===== src/rtl/sensor_sampler_pkg.sv =====
// rtl/sensor_sampler_pkg.sv - shared states, channel numbers and frame constants for the sensor sampler
package sensor_sampler_pkg;

    localparam int FRAME_BITS  = 16;
    localparam int RESULT_BITS = 12;

    localparam logic [1:0] CMD_PREFIX     = 2'b11;
    localparam logic [1:0] CH_VOLTAGE     = 2'd0;
    localparam logic [1:0] CH_CURRENT     = 2'd1;
    localparam logic [1:0] CH_TEMPERATURE = 2'd2;

    typedef enum logic [1:0] {
        SEQ_IDLE,
        SEQ_CONVERT,
        SEQ_PUBLISH
    } seq_state_t;

    typedef enum logic [1:0] {
        XFER_IDLE,
        XFER_CS_SETUP,
        XFER_SHIFT,
        XFER_CS_GAP
    } xfer_state_t;

    // Start bit, single-ended bit, channel, then zero padding out to the frame length.
    function automatic logic [FRAME_BITS-1:0] build_cmd(input logic [1:0] ch);
        return {CMD_PREFIX, ch, {(FRAME_BITS-4){1'b0}}};
    endfunction

endpackage


===== src/rtl/sensor_sampler_spi_adc_xfer.sv =====
// rtl/sensor_sampler_spi_adc_xfer.sv - one 16-bit SPI ADC frame: CS setup, shift, CS gap
module spi_adc_xfer
    import sensor_sampler_pkg::*;
#(
    parameter int CLK_DIV = 4
) (
    input  logic                   clk,
    input  logic                   reset,
    input  logic                   start,
    input  logic [1:0]             ch,
    input  logic                   miso,
    output logic                   cs_n,
    output logic                   sclk,
    output logic                   mosi,
    output logic                   done,
    output logic [RESULT_BITS-1:0] result
);

    localparam int CW = (CLK_DIV > 1) ? $clog2(CLK_DIV) : 1;
    localparam logic [CW-1:0] CNT_LAST = CW'(CLK_DIV - 1);

    xfer_state_t           state;
    logic [CW-1:0]         cnt;
    logic [3:0]            bits_left;
    logic [FRAME_BITS-1:0] tx;
    logic [RESULT_BITS-1:0] rx;

    assign mosi   = tx[FRAME_BITS-1];
    assign result = rx;
    // done marks the last CS gap cycle so the next frame can start with no dead cycle
    assign done   = (state == XFER_CS_GAP) && (cnt == CNT_LAST);

    // Frame engine: each phase lasts CLK_DIV cycles; MISO shifts in on the edge that raises SCLK
    always_ff @(posedge clk) begin
        if (!reset) begin
            state     <= XFER_IDLE;
            cnt       <= '0;
            bits_left <= '0;
            tx        <= '0;
            rx        <= '0;
            cs_n      <= 1'b1;
            sclk      <= 1'b0;
        end else begin
            case (state)
                XFER_IDLE: begin
                    if (start) begin
                        state <= XFER_CS_SETUP;
                        cnt   <= '0;
                        cs_n  <= 1'b0;
                        tx    <= build_cmd(ch);
                    end
                end
                XFER_CS_SETUP: begin
                    if (cnt == CNT_LAST) begin
                        cnt       <= '0;
                        bits_left <= 4'(FRAME_BITS - 1);
                        state     <= XFER_SHIFT;
                    end else begin
                        cnt <= cnt + 1'b1;
                    end
                end
                XFER_SHIFT: begin
                    if (cnt == CNT_LAST) begin
                        cnt <= '0;
                        if (!sclk) begin
                            sclk <= 1'b1;
                            rx   <= {rx[RESULT_BITS-2:0], miso};
                        end else begin
                            sclk <= 1'b0;
                            if (bits_left == '0) begin
                                state <= XFER_CS_GAP;
                                cs_n  <= 1'b1;
                                tx    <= '0;
                            end else begin
                                bits_left <= bits_left - 1'b1;
                                tx        <= {tx[FRAME_BITS-2:0], 1'b0};
                            end
                        end
                    end else begin
                        cnt <= cnt + 1'b1;
                    end
                end
                XFER_CS_GAP: begin
                    if (cnt == CNT_LAST) begin
                        cnt <= '0;
                        if (start) begin
                            state <= XFER_CS_SETUP;
                            cs_n  <= 1'b0;
                            tx    <= build_cmd(ch);
                        end else begin
                            state <= XFER_IDLE;
                        end
                    end else begin
                        cnt <= cnt + 1'b1;
                    end
                end
                default: state <= XFER_IDLE;
            endcase
        end
    end

endmodule


===== src/rtl/sensor_sampler.sv =====
// rtl/sensor_sampler.sv - sample timer, 3-channel ADC sequencing and publish; SENSOR_SAMPLER_AVG_EN averages 4 sequences
module sensor_sampler
    import sensor_sampler_pkg::*;
#(
    parameter int CLK_DIV       = 4,
    parameter int SAMPLE_PERIOD = 1000
) (
    input  logic                   clk,
    input  logic                   reset,
    input  logic                   enable,
    input  logic                   overrun_clr,
    input  logic                   adc_miso,
    output logic                   adc_cs_n,
    output logic                   adc_sclk,
    output logic                   adc_mosi,
    output logic [RESULT_BITS-1:0] voltage_out,
    output logic [RESULT_BITS-1:0] current_out,
    output logic [RESULT_BITS-1:0] temperature_out,
    output logic                   sample_valid,
    output logic                   busy,
    output logic                   overrun
);

    localparam int TW = $clog2(SAMPLE_PERIOD);
    localparam logic [TW-1:0] TIMER_LAST = TW'(SAMPLE_PERIOD - 1);

    logic [TW-1:0]          timer;
    logic                   tick;
    seq_state_t             state;
    logic [1:0]             ch;
    logic [RESULT_BITS-1:0] cap_v;
    logic [RESULT_BITS-1:0] cap_c;
    logic                   xfer_start;
    logic                   xfer_done;
    logic [1:0]             xfer_ch;
    logic [RESULT_BITS-1:0] xfer_result;

`ifdef SENSOR_SAMPLER_AVG_EN
    logic [13:0] acc_v;
    logic [13:0] acc_c;
    logic [13:0] acc_t;
    logic [1:0]  seq_cnt;
    logic [13:0] sum_v;
    logic [13:0] sum_c;
    logic [13:0] sum_t;

    assign sum_v = acc_v + {2'b00, cap_v};
    assign sum_c = acc_c + {2'b00, cap_c};
    assign sum_t = acc_t + {2'b00, xfer_result};
`endif

    assign tick = enable && (timer == TIMER_LAST);

    // Sample timer: free-runs while enabled, held at zero otherwise
    always_ff @(posedge clk) begin
        if (!reset || !enable || timer == TIMER_LAST) begin
            timer <= '0;
        end else begin
            timer <= timer + 1'b1;
        end
    end

    // Launch channel 0 on a tick, then chain channels 1 and 2 straight off the previous frame
    always_comb begin
        xfer_start = 1'b0;
        xfer_ch    = CH_VOLTAGE;
        if (state == SEQ_IDLE && tick) begin
            xfer_start = 1'b1;
        end else if (state == SEQ_CONVERT && xfer_done && ch != CH_TEMPERATURE) begin
            xfer_start = 1'b1;
            xfer_ch    = ch + 2'd1;
        end
    end

    // Sticky overrun: any tick outside IDLE (including the publish cycle); a set beats a clear
    always_ff @(posedge clk) begin
        if (!reset) begin
            overrun <= 1'b0;
        end else if (tick && state != SEQ_IDLE) begin
            overrun <= 1'b1;
        end else if (overrun_clr) begin
            overrun <= 1'b0;
        end
    end

    // Sequencer: capture each channel result, then publish all three outputs together
    always_ff @(posedge clk) begin
        if (!reset) begin
            state           <= SEQ_IDLE;
            ch              <= CH_VOLTAGE;
            cap_v           <= '0;
            cap_c           <= '0;
            busy            <= 1'b0;
            sample_valid    <= 1'b0;
            voltage_out     <= '0;
            current_out     <= '0;
            temperature_out <= '0;
`ifdef SENSOR_SAMPLER_AVG_EN
            acc_v           <= '0;
            acc_c           <= '0;
            acc_t           <= '0;
            seq_cnt         <= '0;
`endif
        end else begin
            sample_valid <= 1'b0;
            case (state)
                SEQ_IDLE: begin
                    if (tick) begin
                        state <= SEQ_CONVERT;
                        ch    <= CH_VOLTAGE;
                        busy  <= 1'b1;
                    end
                end
                SEQ_CONVERT: begin
                    if (xfer_done) begin
                        if (ch == CH_VOLTAGE) cap_v <= xfer_result;
                        if (ch == CH_CURRENT) cap_c <= xfer_result;
                        if (ch == CH_TEMPERATURE) begin
                            state <= SEQ_PUBLISH;
                            busy  <= 1'b0;
`ifdef SENSOR_SAMPLER_AVG_EN
                            seq_cnt <= seq_cnt + 2'd1;
                            if (seq_cnt == 2'd3) begin
                                voltage_out     <= sum_v[13:2];
                                current_out     <= sum_c[13:2];
                                temperature_out <= sum_t[13:2];
                                sample_valid    <= 1'b1;
                                acc_v           <= '0;
                                acc_c           <= '0;
                                acc_t           <= '0;
                            end else begin
                                acc_v <= sum_v;
                                acc_c <= sum_c;
                                acc_t <= sum_t;
                            end
`else
                            voltage_out     <= cap_v;
                            current_out     <= cap_c;
                            temperature_out <= xfer_result;
                            sample_valid    <= 1'b1;
`endif
                        end else begin
                            ch <= xfer_ch;
                        end
                    end
                end
                SEQ_PUBLISH: state <= SEQ_IDLE;
                default:     state <= SEQ_IDLE;
            endcase
        end
    end

    spi_adc_xfer #(
        .CLK_DIV(CLK_DIV)
    ) u_xfer (
        .clk    (clk),
        .reset  (reset),
        .start  (xfer_start),
        .ch     (xfer_ch),
        .miso   (adc_miso),
        .cs_n   (adc_cs_n),
        .sclk   (adc_sclk),
        .mosi   (adc_mosi),
        .done   (xfer_done),
        .result (xfer_result)
    );

endmodule


===== config.mk =====
export PLATFORM = sky130hd
export DESIGN_NAME = sensor_sampler
export DESIGN_NICKNAME = d
export VERILOG_FILES = /design/src/rtl/sensor_sampler_pkg.sv /design/src/rtl/sensor_sampler_spi_adc_xfer.sv /design/src/rtl/sensor_sampler.sv
export SDC_FILE = /design/constraint.sdc
export NUM_CORES = 1
export LEC_CHECK = 0
export ABC_AREA = 1
export CORE_MARGIN = 2
export CORE_UTILIZATION = 53
export CTS_BUF_LIST = sky130_fd_sc_hd__clkbuf_4 sky130_fd_sc_hd__clkbuf_8
export DETAILED_ROUTE_END_ITERATION = 16
export GPL_TIMING_DRIVEN = 1
export PLACE_DENSITY = 0.78
export SYNTH_ARGS = -nofsm -noshare
export SYNTH_HDL_FRONTEND = slang
export SYNTH_HIERARCHICAL = 1
export SYNTH_SLANG_ARGS = --single-unit

===== constraint.sdc =====
create_clock -name clk -period 1.5 [get_ports clk]
set_input_delay 0.225 -clock clk [delete_from_list [all_inputs] [get_ports clk]]
set_output_delay 0.225 -clock clk [all_outputs]
set_load 0.005 [all_outputs]

==> flow_metrics.py <==
metrics = {
    "global_route": {
        "grt_overflow": 0,
        "grt_use_total_pct": 23.16,
        "grt_pass1_wl_um": 16500,
        "grt_pass1_vias": 3693,
        "grt_antenna_before_repair": 0,
        "grt_max_degree": 25,
    },
    "place": {
        "port_buffers": 46,
        "dp.final_hpwl_um": 6674,
        "gp_congestion": 0.8811,
        "place_ws_ns": -0.2290,
    },
    "sta": {
        "maxSlewViolCount": 0,
        "timing.hold.ws_ns": 0.4604,
        "maxSlewHeadroom_pct": 79.45,
        "worst_pin_slew_ns": 0.3078,
        "post-route-period-util_pct": 111.4,
        "skew_ns": 0.01163,
        "fin_crit_ns": 1.671,
        "rsz0062_at_grt": "true",
        "setup_viol": 14,
        "final.setup.tns_ns": -1.104,
        "fmax_mhz": 598.4,
        "setup_ws_ns": -0.1711,
        "hold_viol_final": 0,
    },
    "run_status": {
        "outcome": "finished, violations left",
        "violations": "setup timing",
    },
    "die": {
        "ios": 47,
        "die_area_sq_mm": 0.009104,
        "die_w_um": 95.42,
        "start_util_pct": 54.18,
        "fp.dieH_um": 95.42,
        "num_rows": 33,
        "core_sq_mm": 0.008175,
    },
    "power": {
        "pwr-share-seq_pct": 47.1,
        "net-switching-power_mw": 2.013,
        "power_density_mw_per_mm2": 1025,
        "power_leakage_nw": 2.340,
        "clkPwrFrac_pct": 27.0,
        "p_int_mw": 4.211,
        "peakVddDrop_mv": 0.8296,
        "p_comb_share_pct": 25.9,
        "p_sw_share_pct": 32.34,
    },
    "worst_setup_path": {
        "crit_fanout": 5,
        "cp.required_ns": 1.81,
        "worst-setup-path-type": "reg2reg",
        "worstSetupEndpointType": "register",
        "startpoint_type": "register",
        "crit_arrival_ns": 1.98,
    },
    "synth": {
        "syn_area_per_cell_sq_um": 7.881,
        "synth.most_common_cell": "dfxtp_1",
        "yosysTopAreaCell": "dfxtp_1",
        "ys_seq_elements": 103,
        "seq_area_frac_synth_pct": 46.55,
        "ys_dominant_reg_cell": "dfxtp_1",
        "synth_edf_count": 0,
        "syn_area_sq_mm": 0.004429,
        "synth-warning-count": 6,
        "synth_area_leaders": "dfxtp_1 47%, nand2_1 8.4%, nand3_1 8.0%",
        "synthArstFlopShare_pct": 0,
        "yosys-top-cells-count": "103 x dfxtp_1, 99 x nand2_1, 71 x nand3_1",
        "netlist.area_leader.share_pct": 46.55,
        "syn_inst": 562,
        "ys_types": 30,
        "synth_nets": 579,
    },
    "finish": {
        "area_growth_syn_to_layout_pct": 37.06,
        "drive_above_1_share_pct": 33.69,
        "utilization_pct": 74.26,
        "num-nets-final": 665,
        "n_antenna_cell": 0,
    },
    "run": {
        "maxCapViolCount": 0,
    },
    "drt": {
        "drcViolationCount": 0,
        "drt-total-wl_um": 10840,
        "postRouteAntennaNets": 0,
        "drt_pass1_iterations": 5,
        "wl_per_cell_um": 14.30,
        "via_per_inst": 5.379,
        "vias": 4077,
        "dr.first_iter.drc_count": 198,
    },
    "cts": {
        "clk-insertion-delay-late_ns": 0.38,
        "cts.path.max_buffers": 2,
        "numCtsBuffers": 9,
        "cts_root_buffer": "clkbuf_8",
        "clk_pin_slew_ns": 0.11,
        "cts_hold_buf": 0,
        "cts_tree": "done",
        "cts_max_level": 3,
        "clock-sinks": 103,
    },
    "hold_path": {
        "min_path_type": "reg2reg",
    },
}
==> routing by layer <==
metal	track usage, %	routed length [um]	vias up	part of all wire [%]
li1	-	-	2012	-
met3	5.059	431	24	4.0
met1	27.76	4482	1932	41
met2	39.44	5647	109	52
met5	0	0	-	0
met4	10.95	278	0	2.6
==> worst paths after layout <==
kind / slack (ns) / startpoint / endpoint / depth (start not counted)
max: -0.17 / timer[0] / u_xfer/tx[15] / 13
min: 0.46 / temperature_out[4] / temperature_out[4] / 2
min reg2reg: 0.46 / temperature_out[4] / temperature_out[4] / 2
max reg2reg: -0.17 / timer[0] / u_xfer/tx[15] / 13
==> cell usage in the layout, fill, tap and decap left out, types with 2 or more instances in the layout <==
cell type        Yosys  routed
nand2_4              2       6
nand3_1             71      60
a21oi_1             59      49
clkinv_4             0       4
clkinvlp_4           0       2
o21ai_0             16      12
inv_2                2       6
dlymetal6s2s_1       0       4
nand2_1             99      89
nand2_2             24      29
nor2_4               3       8
nor2_2               4       6
buf_4                7      38
a21oi_2             20      30
clkdlybuf4s50_1      0      42
nand4_1              6       6
dfxtp_1            103      72
xnor2_1              2       2
o21ai_1              1       5
clkbuf_8             0      10
ha_4                 0       5
buf_12               0       7
buf_6                5       7
ha_1                12       5
nor3b_1              2       2
buf_16               0       3
nand3_2              2      12
dfxtp_2              0      30
clkbuf_16            0       4
inv_1               41      34
ha_2                 0       2
nor2_1              54      47
inv_4                2       3
==> through the flow <==
stage               total power, mW  instances  area [sq um]
finish                        6.223        758          6071
global placement              4.098        724          5245
detailed placement            4.149        724          5245
CTS                           5.861        748          5620
global route                  6.552        758          6071
floorplan                     3.815        562          4459
==> timing repair <==
item | 4_1_cts | 5_1_grt
pin swaps | 3 | 37
gates resized for setup | 22 | 95
endpoints found under the setup margin | 70 | 109
cloned | 3 | 4
buffers inserted | 5 | 6
==> kinds of logic after synthesis <==
kind of cell               Yosys count  share of synthesized area [%]
xor gates and xnor gates             3                         0.5933
AOI/OAI and AO/OA                   99                          13.02
DFF                                103                          46.55
buffers and inverters               75                          8.192
adders and majority gates           12                          3.390
and+or+nand+nor                    270                          28.25
==> power by group through the flow <==
stage	registers, mW	clock network (mW)	logic [mW]
4_1_cts	2.92	1.68	1.26
6_report	2.93	1.68	1.61
3_5_place_dp	2.97	0	1.18
3_3_place_gp	2.96	0	1.14
2_1_floorplan	2.96	0	0.854
5_1_grt	2.94	1.81	1.80
==> cell type report <==
cell class	instances	area, sq um
Sequential cell	103	2103
Tap cell	105	131.4
Clock buffer	10	137.6
Clock inverter	6	53.80
Timing Repair Buffer	105	1157
Inverter	45	192.7
Multi-Input combinational cell	384	2295
Fill cell	568	2105
==> registers in the layout (all words and copies together) (netlist names), 2 cells and up <==
| register | flops |
|---|---|
| u_xfer/tx | 4 |
| cap_c | 12 |
| timer | 10 |
| ch | 2 |
| u_xfer/result | 12 |
| cap_v | 12 |
| temperature_out | 12 |
| current_out | 12 |
| voltage_out | 12 |
| u_xfer/bits_left | 4 |
| u_xfer/state | 2 |
| state | 2 |
| u_xfer/cnt | 2 |
==> critical path, cell delays in order (launching register included) <==
cell and delay [ns]:
dfxtp_2 0.36, ha_4 0.15, nand2_4 0.06, nor2_4 0.07, nand4_1 0.13, nor2_2 0.16
nor2_2 0.06, inv_2 0.09, nor2_4 0.04, nor2_4 0.13, nand2_4 0.08, inv_4 0.08
nand2_1 0.06, a21oi_1 0.13
No activity file was read; power rests on OpenSTA's default activity.
